==> src/rtl/port_uart.sv <==
// port_uart: memory-mapped-port UART with 8N1 framing, TX and RX FIFOs and
// toggle-handshake CPU interface.
//
// Ports
//   clk      : sole clock, rising edge
//   rst      : synchronous, active-high reset
//   cpu_out  : [7:0] tx byte, [8] TXT tx-strobe toggle, [9] RXA rx-ack toggle,
//              [10] CLR sticky-flag clear (level); other bits ignored
//   cpu_in   : [7:0] rx byte, [8] TXK tx-ack toggle, [9] tx_full, [10] tx_busy,
//              [16] rx_valid, [17] rx_overrun, [18] rx_frame_err; others 0
//   rxd      : asynchronous serial input, idle high
//   txd      : serial output, idle high
module port_uart #(
  parameter int unsigned CLKS_PER_BIT = 16,
  parameter int unsigned FIFO_DEPTH   = 4
) (
  input  logic        clk,
  input  logic        rst,
  input  logic [31:0] cpu_out,
  output logic [31:0] cpu_in,
  input  logic        rxd,
  output logic        txd
);

  localparam int unsigned AW = (FIFO_DEPTH > 1) ? $clog2(FIFO_DEPTH) : 1;
  localparam int unsigned CW = $clog2(FIFO_DEPTH + 1);

  localparam logic [AW-1:0] PTR_LAST  = AW'(FIFO_DEPTH - 1);
  localparam logic [CW-1:0] LVL_FULL  = CW'(FIFO_DEPTH);
  localparam logic [15:0]   BIT_LAST  = 16'(CLKS_PER_BIT - 1);
  localparam logic [15:0]   HALF_LAST = 16'(CLKS_PER_BIT / 2 - 1);

  typedef enum logic [1:0] {S_IDLE, S_START, S_DATA, S_STOP} state_t;

  function automatic logic [AW-1:0] ptr_inc(input logic [AW-1:0] p);
    return (p == PTR_LAST) ? '0 : p + AW'(1);
  endfunction

  logic clr;
  logic unused_bits;
  assign clr         = cpu_out[10];
  assign unused_bits = ^cpu_out[31:11];

  // ---------------------------------------------------------------- TX side
  logic          txt_q;
  logic          tx_req, tx_wr, tx_pop;
  logic [7:0]    tx_mem [FIFO_DEPTH];
  logic [AW-1:0] tx_wp, tx_rp;
  logic [CW-1:0] tx_level;
  state_t        tx_state, tx_next;
  logic [15:0]   tx_baud;
  logic [2:0]    tx_bit;
  logic [7:0]    tx_shift;
  logic          tx_tick;
  logic          tx_full, tx_busy;

  assign tx_req  = cpu_out[8] ^ txt_q;
  assign tx_pop  = (tx_state == S_IDLE) && (tx_level != '0);
  // A pop in the same cycle frees the slot, so a full FIFO still accepts.
  assign tx_wr   = tx_req && ((tx_level != LVL_FULL) || tx_pop);
  assign tx_tick = (tx_baud == BIT_LAST);
  assign tx_full = (tx_level == LVL_FULL);
  assign tx_busy = (tx_level != '0) || (tx_state != S_IDLE);

  always_ff @(posedge clk) begin
    if (tx_wr) tx_mem[tx_wp] <= cpu_out[7:0];
  end

  always_ff @(posedge clk) begin
    if (rst) begin
      txt_q    <= 1'b0;
      tx_wp    <= '0;
      tx_rp    <= '0;
      tx_level <= '0;
    end else begin
      txt_q <= cpu_out[8];
      if (tx_wr)  tx_wp <= ptr_inc(tx_wp);
      if (tx_pop) tx_rp <= ptr_inc(tx_rp);
      case ({tx_wr, tx_pop})
        2'b10:   tx_level <= tx_level + CW'(1);
        2'b01:   tx_level <= tx_level - CW'(1);
        default: tx_level <= tx_level;
      endcase
    end
  end

  always_ff @(posedge clk) begin
    if (rst) tx_state <= S_IDLE;
    else     tx_state <= tx_next;
  end

  always_comb begin
    tx_next = tx_state;
    unique case (tx_state)
      S_IDLE:  if (tx_level != '0)            tx_next = S_START;
      S_START: if (tx_tick)                   tx_next = S_DATA;
      S_DATA:  if (tx_tick && tx_bit == 3'd7) tx_next = S_STOP;
      S_STOP:  if (tx_tick)                   tx_next = S_IDLE;
      default:                                tx_next = S_IDLE;
    endcase
  end

  always_comb begin
    txd = 1'b1;
    unique case (tx_state)
      S_START: txd = 1'b0;
      S_DATA:  txd = tx_shift[0];
      default: txd = 1'b1;
    endcase
  end

  always_ff @(posedge clk) begin
    if (rst) begin
      tx_baud  <= '0;
      tx_bit   <= '0;
      tx_shift <= '0;
    end else if (tx_state == S_IDLE) begin
      tx_baud <= '0;
      tx_bit  <= '0;
      if (tx_pop) tx_shift <= tx_mem[tx_rp];
    end else if (tx_tick) begin
      tx_baud <= '0;
      if (tx_state == S_DATA) begin
        tx_shift <= {1'b0, tx_shift[7:1]};
        tx_bit   <= tx_bit + 3'd1;
      end
    end else begin
      tx_baud <= tx_baud + 16'd1;
    end
  end

  // ---------------------------------------------------------------- RX side
  logic          rx_s1, rx_s2, rx_prev;
  logic          rx_fall;
  state_t        rx_state, rx_next;
  logic [15:0]   rx_baud;
  logic [2:0]    rx_bit;
  logic [7:0]    rx_shift;
  logic          rx_tick, rx_half;
  logic          rx_done, rx_push, rx_ferr_set;
  logic [7:0]    rx_mem [FIFO_DEPTH];
  logic [AW-1:0] rx_wp, rx_rp;
  logic [CW-1:0] rx_level;
  logic          rx_wr, rx_pop, rx_ovr_set;
  logic          rxa_q, rx_valid, rx_overrun, rx_frame_err;
  logic [7:0]    rx_data;

  assign rx_fall = rx_prev & ~rx_s2;
  assign rx_tick = (rx_baud == BIT_LAST);
  assign rx_half = (rx_baud == HALF_LAST);

  always_ff @(posedge clk) begin
    if (rst) begin
      rx_s1   <= 1'b1;
      rx_s2   <= 1'b1;
      rx_prev <= 1'b1;
    end else begin
      rx_s1   <= rxd;
      rx_s2   <= rx_s1;
      rx_prev <= rx_s2;
    end
  end

  always_ff @(posedge clk) begin
    if (rst) rx_state <= S_IDLE;
    else     rx_state <= rx_next;
  end

  always_comb begin
    rx_next = rx_state;
    unique case (rx_state)
      S_IDLE:  if (rx_fall) rx_next = S_START;
      // Mid-start check rejects glitches shorter than half a bit.
      S_START: if (rx_half) rx_next = rx_s2 ? S_IDLE : S_DATA;
      S_DATA:  if (rx_tick && rx_bit == 3'd7) rx_next = S_STOP;
      S_STOP:  if (rx_tick) rx_next = S_IDLE;
      default: rx_next = S_IDLE;
    endcase
  end

  always_comb begin
    rx_done     = (rx_state == S_STOP) && rx_tick;
    rx_push     = rx_done && rx_s2;
    rx_ferr_set = rx_done && !rx_s2;
  end

  always_ff @(posedge clk) begin
    if (rst) begin
      rx_baud  <= '0;
      rx_bit   <= '0;
      rx_shift <= '0;
    end else begin
      unique case (rx_state)
        S_IDLE: begin
          rx_baud <= '0;
          rx_bit  <= '0;
        end
        S_START: rx_baud <= rx_half ? '0 : rx_baud + 16'd1;
        default: begin
          if (rx_tick) begin
            rx_baud <= '0;
            if (rx_state == S_DATA) begin
              rx_shift <= {rx_s2, rx_shift[7:1]};
              rx_bit   <= rx_bit + 3'd1;
            end
          end else begin
            rx_baud <= rx_baud + 16'd1;
          end
        end
      endcase
    end
  end

  assign rx_pop     = !rx_valid && (rx_level != '0);
  assign rx_wr      = rx_push && ((rx_level != LVL_FULL) || rx_pop);
  assign rx_ovr_set = rx_push && !rx_wr;

  always_ff @(posedge clk) begin
    if (rx_wr) rx_mem[rx_wp] <= rx_shift;
  end

  always_ff @(posedge clk) begin
    if (rst) begin
      rx_wp    <= '0;
      rx_rp    <= '0;
      rx_level <= '0;
    end else begin
      if (rx_wr)  rx_wp <= ptr_inc(rx_wp);
      if (rx_pop) rx_rp <= ptr_inc(rx_rp);
      case ({rx_wr, rx_pop})
        2'b10:   rx_level <= rx_level + CW'(1);
        2'b01:   rx_level <= rx_level - CW'(1);
        default: rx_level <= rx_level;
      endcase
    end
  end

  // Holding register keeps the last byte after it is acknowledged.
  always_ff @(posedge clk) begin
    if (rst) begin
      rxa_q        <= 1'b0;
      rx_valid     <= 1'b0;
      rx_data      <= '0;
      rx_overrun   <= 1'b0;
      rx_frame_err <= 1'b0;
    end else begin
      rxa_q <= cpu_out[9];
      if (rx_valid && (cpu_out[9] ^ rxa_q)) begin
        rx_valid <= 1'b0;
      end else if (rx_pop) begin
        rx_valid <= 1'b1;
        rx_data  <= rx_mem[rx_rp];
      end
      rx_overrun   <= rx_ovr_set  | (rx_overrun   & ~clr);
      rx_frame_err <= rx_ferr_set | (rx_frame_err & ~clr);
    end
  end

  assign cpu_in = {13'b0, rx_frame_err, rx_overrun, rx_valid,
                   5'b0, tx_busy, tx_full, txt_q, rx_data};

endmodule

==> config.mk <==
export PLATFORM = sky130hd
export DESIGN_NAME = port_uart
export DESIGN_NICKNAME = d
export VERILOG_FILES = /design/src/rtl/port_uart.sv
export SDC_FILE = /design/constraint.sdc
export NUM_CORES = 1
export LEC_CHECK = 0
export CAP_MARGIN = 30
export CORE_UTILIZATION = 63
export CTS_BUF_LIST = sky130_fd_sc_hd__clkbuf_2
export DETAILED_ROUTE_END_ITERATION = 10
export PLACE_DENSITY_LB_ADDON = 0.3
export SLEW_MARGIN = 20
export SYNTH_ARGS = -nofsm -noshare
export SYNTH_HDL_FRONTEND = slang
export SYNTH_SLANG_ARGS = --single-unit
export TNS_END_PERCENT = 30
==> constraint.sdc <==
create_clock -name clk -period 5.1 [get_ports clk]
set_input_delay 1.53 -clock clk [delete_from_list [all_inputs] [get_ports clk]]
set_output_delay 1.53 -clock clk [all_outputs]
set_load 0.01 [all_outputs]
# Word-level counts from Yosys, hierarchy flattened
# Memory sizes are Yosys's and may differ from the RTL's. A register that Yosys moved wholly into a read port is not among the register bits.
# Index checks and enable logic that the tools add are counted.
[op_classes]
addsub = 12
n_eq_ne = 31
n_mux = 34
n_bitwise = 12
reduce_logical = 39
[op_table]
columns = ["op", "n"]
rows = [
  ["16-bit by 1-bit adder with 16-bit output (second input constant)", 2],
  ["16-bit by 4-bit == test with 1-bit output (second input constant)", 2],
  ["16-bit 2-to-1 mux", 2],
  ["8-bit 2-to-1 mux", 4],
  ["16-bit case mux with 2 select lines", 1],
  ["2-bit 2-to-1 mux", 15],
  ["2-bit == test (second input constant)", 10],
  ["3-bit case mux with 2 select lines", 3],
  ["16-bit by 3-bit == test with 1-bit output (second input constant)", 1],
  ["2-bit != test (second input constant)", 8],
  ["2-bit case mux with 4 select lines", 2],
  ["2-bit nonzero test", 7],
  ["3-bit by 1-bit adder with 3-bit output (second input constant)", 4],
  ["1-bit logical AND", 11],
  ["3-bit == test (second input constant)", 3],
  ["3-bit AND reduction", 3],
  ["2-bit by 1-bit adder with 2-bit output (second input constant)", 4],
  ["2-bit by 1-bit == test with 1-bit output (second input constant)", 4],
  ["4-bit AND reduction", 2],
  ["3-bit 2-to-1 mux", 2],
  ["3-bit != test (second input constant)", 2],
  ["3-bit nonzero test", 2],
  ["2-bit OR reduction", 3],
  ["3-bit by 1-bit subtractor with 3-bit output (second input constant)", 2],
  ["12 further kinds", 29],
]
[word_totals]
reg_bits = 80
ramBits = 64
in_bits = 35
output_inout_bits = 33
word_cells = 152
mem_count = 2
[mem_list]
columns = ["memory", "words", "word_bits", "read_ports", "rd_clocked_by_memory_dff", "wr", "line", "source"]
rows = [
  ["rx_mem", 4, 8, 1, 1, 1, "141", "logic [7:0] rx_mem [FIFO_DEPTH];"],
  ["tx_mem", 4, 8, 1, 1, 1, "47", "logic [7:0] tx_mem [FIFO_DEPTH];"],
]

# Depth between registers and ports, before layout
# Gate-level depths: netlist of the first run.
[depth]
depth_word = 7
ltp_mapped = 11
mapped_depth_nobuf = 10

# Worst setup path before layout of the first run
# Ideal clock, no wire load.
[synth_path]
kind = "input-to-reg"
startpoint = "input cpu_out[8]"
endpoint = "register tx_level[2]"
setup_time_ns = 0.128
arrival_time_ns = 2.882
t_required_ns = 4.972
slack_ns = 2.091
stages = 8
path_buffers = 0
cell_sequence = "xnor2_1 > and2_1 > inv_1 > fa_1 > nor4_1 > a21oi_1 > xor2_1 > nor2_1"
[synth_between]
elab_chain_len = 4
word_cells_on_any_way = 6
classes_between = "eq/ne (2); mux (1); bitwise (1); reduce/logical (2)"
[synth_lines]
columns = ["item", "line", "source"]
rows = [
  ["start: declaration", "19", "input logic [31:0] cpu_out,"],
  ["1-bit XOR (*)", "57", "assign tx_req = cpu_out[8] ^ txt_q;"],
  ["1-bit logical AND (*)", "60", "assign tx_wr = tx_req && ((tx_level != LVL_FULL) || tx_pop);"],
  ["2-bit by 1-bit == test with 1-bit output or 2-bit == test (tied branches)", "79", "case ({tx_wr, tx_pop})"],
  ["3-bit case mux with 2 select lines or 2-bit nonzero test (tied branches)", "-", ""],
  ["end signal: assignment", "80", "2'b10: tx_level <= tx_level + CW'(1);"],
  ["end signal: assignment", "81", "2'b01: tx_level <= tx_level - CW'(1);"],
  ["end signal: assignment", "82", "default: tx_level <= tx_level;"],
  ["end: declaration", "49", "logic [CW-1:0] tx_level;"],
]
# Mark *: on every way between the ends. The rest lies on a longest branch, timed or not.
# A chain may end at the register's enable or synchronous reset.

# Worst setup path in the final report of the first run
[layout_path]
startpoint = "register tx_state[0]"
endpoint = "output cpu_in[10]"
[layout_between]
elab_chain_len = 2
[layout_lines]
columns = ["item", "line", "source"]
rows = [
  ["start: declaration", "50", "state_t tx_state, tx_next;"],
  ["start signal: assignment", "89", "else tx_state <= tx_next;"],
  ["2-bit nonzero test", "63", "assign tx_busy = (tx_level != '0) || (tx_state != S_IDLE);"],
  ["1-bit logical OR", "63", ""],
  ["end: declaration", "20", "output logic [31:0] cpu_in,"],
]
# Every way passes these cells.

==> results of run 1 <==
## stage by stage
stage / area (um^2) / cells / hold WS, ns / worst slack, ns
6_report: 7190 / 743 / 0.467 / 0.563
3_3_place_gp: 6950 / 710 / 0.396 / 1.33
5_1_grt: 7190 / 743 / 0.484 / 0.317
2_1_floorplan: 6800 / 593 / 0.389 / 2.09
4_1_cts: 7180 / 742 / 0.473 / 0.468
3_5_place_dp: 6950 / 710 / 0.428 / 1.28
## final cells by class
class / instances / area (um^2)
inverters: 17 / 63.8
multi-input cells: 374 / 2710
clock inverters: 14 / 149
flip-flops and latches: 154 / 3720
fillers: 762 / 3130
well taps: 136 / 170
clock buffers: 18 / 90.1
repair buffers: 30 / 290
## critical path, stage by stage (launching register included)
cell	delay, ns
dfxtp_1	0.39
inv_1	0.12
ha_1	0.75
or4b_1	0.56
clkdlybuf4s50_1	0.51
## registers in the layout, indices dropped and copies added (netlist names), 3 cells and up, named ones only
name      flops
rx_baud      16
rx_bit        3
rx_data       8
rx_level      3
rx_mem       32
rx_shift      8
tx_baud      16
tx_bit        3
tx_level      3
tx_mem       32
tx_shift      8
## how the worst max path moves through the flow
stage | from | end | slack [ns] | cells past startpoint
final | tx_state[0]$_SDFFE_PP0P_ | cpu_in[10] | 0.56 | 4
after global routing | tx_state[1]$_SDFFE_PP0P_ | cpu_in[10] | 0.32 | 4
after CTS | tx_state[0]$_SDFFE_PP0P_ | cpu_in[10] | 0.47 | 4
after detailed placement | tx_state[1]$_SDFFE_PP0P_ | cpu_in[10] | 1.28 | 4
after global placement | tx_state[0]$_SDFFE_PP0P_ | cpu_in[10] | 1.33 | 4
after floorplan | cpu_out[8] | tx_level[2]$_SDFFE_PP0P_ | 2.09 | 8
## report_power, final
group | switching [mW] | internal, mW
clock | 0.432 | 0.229
sequential | 0.133 | 1.41
combinational | 0.478 | 0.424
## logic make-up (layout without fill, tap and decap cells)
kind of cell             count (synthesis)  in the layout  share of synthesized area
XOR/XNOR                                33             33                     0.0429
AND/OR/NAND/NOR                        213            213                      0.169
buffers and inverters                   65             79                     0.0552
other                                    1             18                   0.000557
flip-flops                             154            154                      0.553
multiplexers                            36             36                     0.0834
adder cells (fa/ha/maj)                 23             23                     0.0449
AO/OA/AOI/OAI                           51             51                     0.0511
## cell usage in the layout, fill, tap and decap left out, types with 19 or more instances in the layout
cell,count
a21oi_1,25
clkdlybuf4s50_1,27
dfxtp_1,90
edfxtp_1,64
ha_1,21
mux2i_1,19
nand2_1,45
nor2_1,66
nor3_1,23
xnor2_1,19
## routing by layer
| layer | global-route usage | part of all wire |
|---|---|---|
| met3 | 0.0600 | 0.036 |
| met4 | 0.0845 | 0.011 |
| met5 | 0 | 0 |
| met1 | 0.271 | 0.44 |
| met2 | 0.383 | 0.52 |
==> run metrics, run 1 <==
CTS tree=built; Fin. Hold Viols=0; worst flop-to-flop path endpoint=tx_level[2]$_SDFFE_PP0P_; Vias=4103; final-report setup violation count=0; Slew @ Worst Pin=around 0.89 ns; Max Cap Viol=0; total power=between 3 and 4 mW; Root Driver=clkbuf_2; Worst Setup Start Kind=flip-flop; post-DP HPWL=roughly 7500 um; Vias/cell=approximately 5.5; Peak Freq=around 220 MHz; postcts setup bufs=0; crit path capture type=output port; Synth top area share=0.285; die span in y=105 um; Worst-Skew Late Latency=a little under 0.7 ns; number of synthesized register bits=154; first-pass GRT wire length=about 19000 um; port bufs=28; fin util=0.697; cts repair resizes=0; peak supply drop=0.376 mV; DRC errors left=0; Critical Path RT=3.57 ns; register area share after synthesis=0.553; n_diodes=0; Post-synth EDFFs=64; hold endpoint=rx_data[4]$_SDFFE_PP0P_; Total Nets Final=652; Die W=~110 um; vias in the first global route=4133; Pwr per Cell Area=about 430 nW/um^2; 1st-iter DRT viols=160; Sum Neg Setup Slack=0 ns; Core Footprint=about 10000 um^2; Worst-path clk slew=between 0.2 and 0.25 ns; H-tree depth=4; reg2reg start=tx_state[0]$_SDFFE_PP0P_; Final ANT Viol Nets=0; TritonCTS Buffers=17; Area contributors post-synth=edfxtp_1 (29%), dfxtp_1 (27%), mux4_2 (5.3%); num rows=37; worst path arrival time=3.01 ns; average size of a mapped cell=about 12 um^2; status=completed; largest net degree at the start of global routing=48; Synth area leader=edfxtp_1; HP Start=rx_data[4]$_SDFFE_PP0P_; synth-to-layout area growth=6.76%; reg2reg path depth=10; first drt pass iteration count=4; Synth Cell Area=6740 um^2; Worst slew margin=0.407; Hold Path Stages=2; Hold Buf Count CTS=0; clk_skew=0.0353 ns; Syn Inst Count=between 500 and 600; CP Max Fanout=19; Detailed Route WL=about 11000 um; static leakage=2.52 nW; I/O pins=a little under 70; Initial Utilization=0.653; Synth warnings=0; ys async rst share=0; total global routing overflow=0; HP Class=flip-flop to flip-flop; layout cells sized above 1=0.117; gpl congestion=0.773; Max Slew Vio Count=0; Tmin final=approximately 4.5 ns; total track usage=0.224; crit path kind=flip-flop to output port; clock sinks=154; Tcrit/Tclk final=0.890; Commonest cells post-synth=dfxtp_1 (90), nor2_1 (66), edfxtp_1 (64); deepest clock path buffer count=2; Top FF cell, synth=dfxtp_1; die area=between 10000 and 15000 um^2; RSZ-0062 raised after global routing=false; Synth cell types=57; drt wl/cell=between 15 and 20 um; initial antenna violation count=0; Reg2Reg Setup Slack=between 2 and 2.5 ns; most common cell in the netlist=dfxtp_1
Note: power is estimated with default switching activity, not from simulation.
==> run 2: changes to the inputs <==
CORE_UTILIZATION = 67   (was 63)
DONT_BUFFER_PORTS = 1   (was default)
GPL_ROUTABILITY_DRIVEN = 0   (was default)
PLACE_DENSITY = 0.83   (was default)
PLACE_DENSITY_LB_ADDON = default   (was 0.3)
==> run metrics, run 2 (synthesized netlist as in run 1, its figures left out) <==
largest net degree at the start of global routing=69 (was 48); Root Driver=clkbuf_2 (unchanged); Peak Freq=242 MHz (was 220 MHz); total global routing overflow=0 (unchanged); static leakage=2.43 nW (was 2.52 nW); deepest clock path buffer count=2 (unchanged); commonest non-fill, non-tap cell in the layout=dfxtp_1 (unchanged); 1st-iter DRT viols=172 (was 160); crit path capture type=output port (unchanged); clock sinks=154 (unchanged); num rows=36 (was 37); layout cells sized above 1=0.121 (was 0.117); non-filler instance count after layout=711 (was 743); Tcrit/Tclk final=0.812 (was 0.890); initial antenna violation count=0 (unchanged); vias in the first global route=3960 (was 4133); dpl cells=678 (was 710); die span in y=102 um (was 105 um); total track usage=0.236 (was 0.224); Final ANT Viol Nets=0 (unchanged); first-pass GRT wire length=18300 um (was 19100 um); first drt pass iteration count=4 (unchanged); Total Nets Final=623 (was 652); Critical Path RT=3.57 ns (about the same); DRC errors left=0 (unchanged); Max Slew Vio Count=0 (unchanged); Fin. Hold Viols=0 (unchanged); final-report setup violation count=0 (unchanged); Tmin final=4.14 ns (was 4.54 ns); RSZ-0062 raised after global routing=false (unchanged); peak supply drop=0.284 mV (was 0.376 mV); crit path kind=flip-flop to output port (unchanged); n_diodes=0 (unchanged); Worst Setup Start Kind=flip-flop (unchanged); most frequent cells in the layout=dfxtp_1 (90), nor2_1 (66), edfxtp_1 (64), nand2_1 (45), a21oi_1 (25) (was dfxtp_1 (90), nor2_1 (66), edfxtp_1 (64), nand2_1 (45), clkdlybuf4s50_1 (27)); Vias/cell=5.73 (was 5.52); die area=10500 um^2 (was 11100 um^2); drt wl/cell=15.5 um (was 15.2 um); Worst-Skew Late Latency=0.72 ns (was 0.68 ns); Max Cap Viol=0 (unchanged); Vias=4077 (was 4103); Hold WS=0.447 ns (was 0.467 ns); Sum Neg Setup Slack=0 ns (unchanged); status=completed (unchanged); TritonCTS Buffers=17 (unchanged); Hold Buf Count CTS=0 (unchanged); postcts setup bufs=0 (unchanged); HP Class=flip-flop to flip-flop (unchanged); Worst slew margin=0.371 (was 0.407); Core Footprint=9770 um^2 (was 10300 um^2); H-tree depth=4 (unchanged); CP Max Fanout=19 (unchanged); post-DP HPWL=7420 um (was 7530 um); setup ws final=0.959 ns (was 0.563 ns); Pwr per Cell Area=441 nW/um^2 (was 433 nW/um^2); total power=3.05 mW (was 3.11 mW); I/O pins=68 (unchanged); cts repair resizes=0 (unchanged); port bufs=0 (was 28); CTS tree=built (unchanged); Initial Utilization=0.689 (was 0.653); Slew @ Worst Pin=0.940 ns (was 0.886 ns); Die W=102 um (was 105 um); worst path arrival time=2.61 ns (was 3.01 ns); Worst-path clk slew=0.20 ns (was 0.23 ns); DP Worst Slack=1.71 ns (was 1.28 ns); Detailed Route WL=11000 um (was 11300 um); biggest regs=rx_mem: 32 flops, tx_mem: 32 flops (unchanged); clk_skew=0.0253 ns (was 0.0353 ns); synth-to-layout area growth=2.69% (was 6.76%)
==> run 2: cell types whose count changed in the layout (fill, tap and decap cells not counted), sizes merged <==
cell	change
buf	-2
bufinv	+1
clkbuf	+3
clkdlybuf4s50	-27
clkinv	-3
inv	-1
==> run 2: per-stage QoR <==
| step | util | cell area, um^2 |
|---|---|---|
| after floorplan | - | 6800 |
| after detailed placement | 0.681 | 6660 |
| final | 0.708 | 6920 |
| after global routing | 0.708 | 6920 |
| after global placement | 0.681 | 6660 |
| after CTS | 0.707 | 6910 |
==> run 2: final cells by class <==
cell class | instances | area, um^2
multi-input cells | 374 | 2710
clock buffers | 21 | 105
fillers | 680 | 2860
clock inverters | 11 | 146
inverters | 17 | 63.8
repair buffers | 1 | 7.51
flip-flops and latches | 154 | 3720
well taps | 133 | 166
==> run 2: final timing paths <==
check	startpoint	end	slack, ns	cells after the start
max	tx_state[0]$_SDFFE_PP0P_	cpu_in[10]	0.96	3
min	rx_s1$_SDFF_PP1_	rx_s2$_SDFF_PP1_	0.45	1
max reg2reg	tx_state[0]$_SDFFE_PP0P_	tx_level[2]$_SDFFE_PP0P_	2.03	10
min reg2reg	rx_s1$_SDFF_PP1_	rx_s2$_SDFF_PP1_	0.45	1
==> run 2: critical path, cell delays in order, from the launching register on <==
cell     delay, ns
dfxtp_1       0.39
inv_1         0.12
ha_1          0.77
or4b_1        0.61
==> run 2: where the power goes <==
part           total [mW]  switching (mW)  internal [mW]
Sequential           1.56           0.148           1.41
Clock               0.691           0.409          0.282
Combinational       0.796           0.448          0.348
==> run 2: metal layers <==
metal | vias to the layer above | share of wire | wire [um] | GRT usage
met5 | - | 0 | 0 | 0
met4 | 0 | 0.020 | 222 | 0.110
met3 | 24 | 0.044 | 485 | 0.0705
met2 | 95 | 0.51 | 5560 | 0.391
met1 | 1977 | 0.43 | 4720 | 0.284
li1 | 1981 | - | - | -
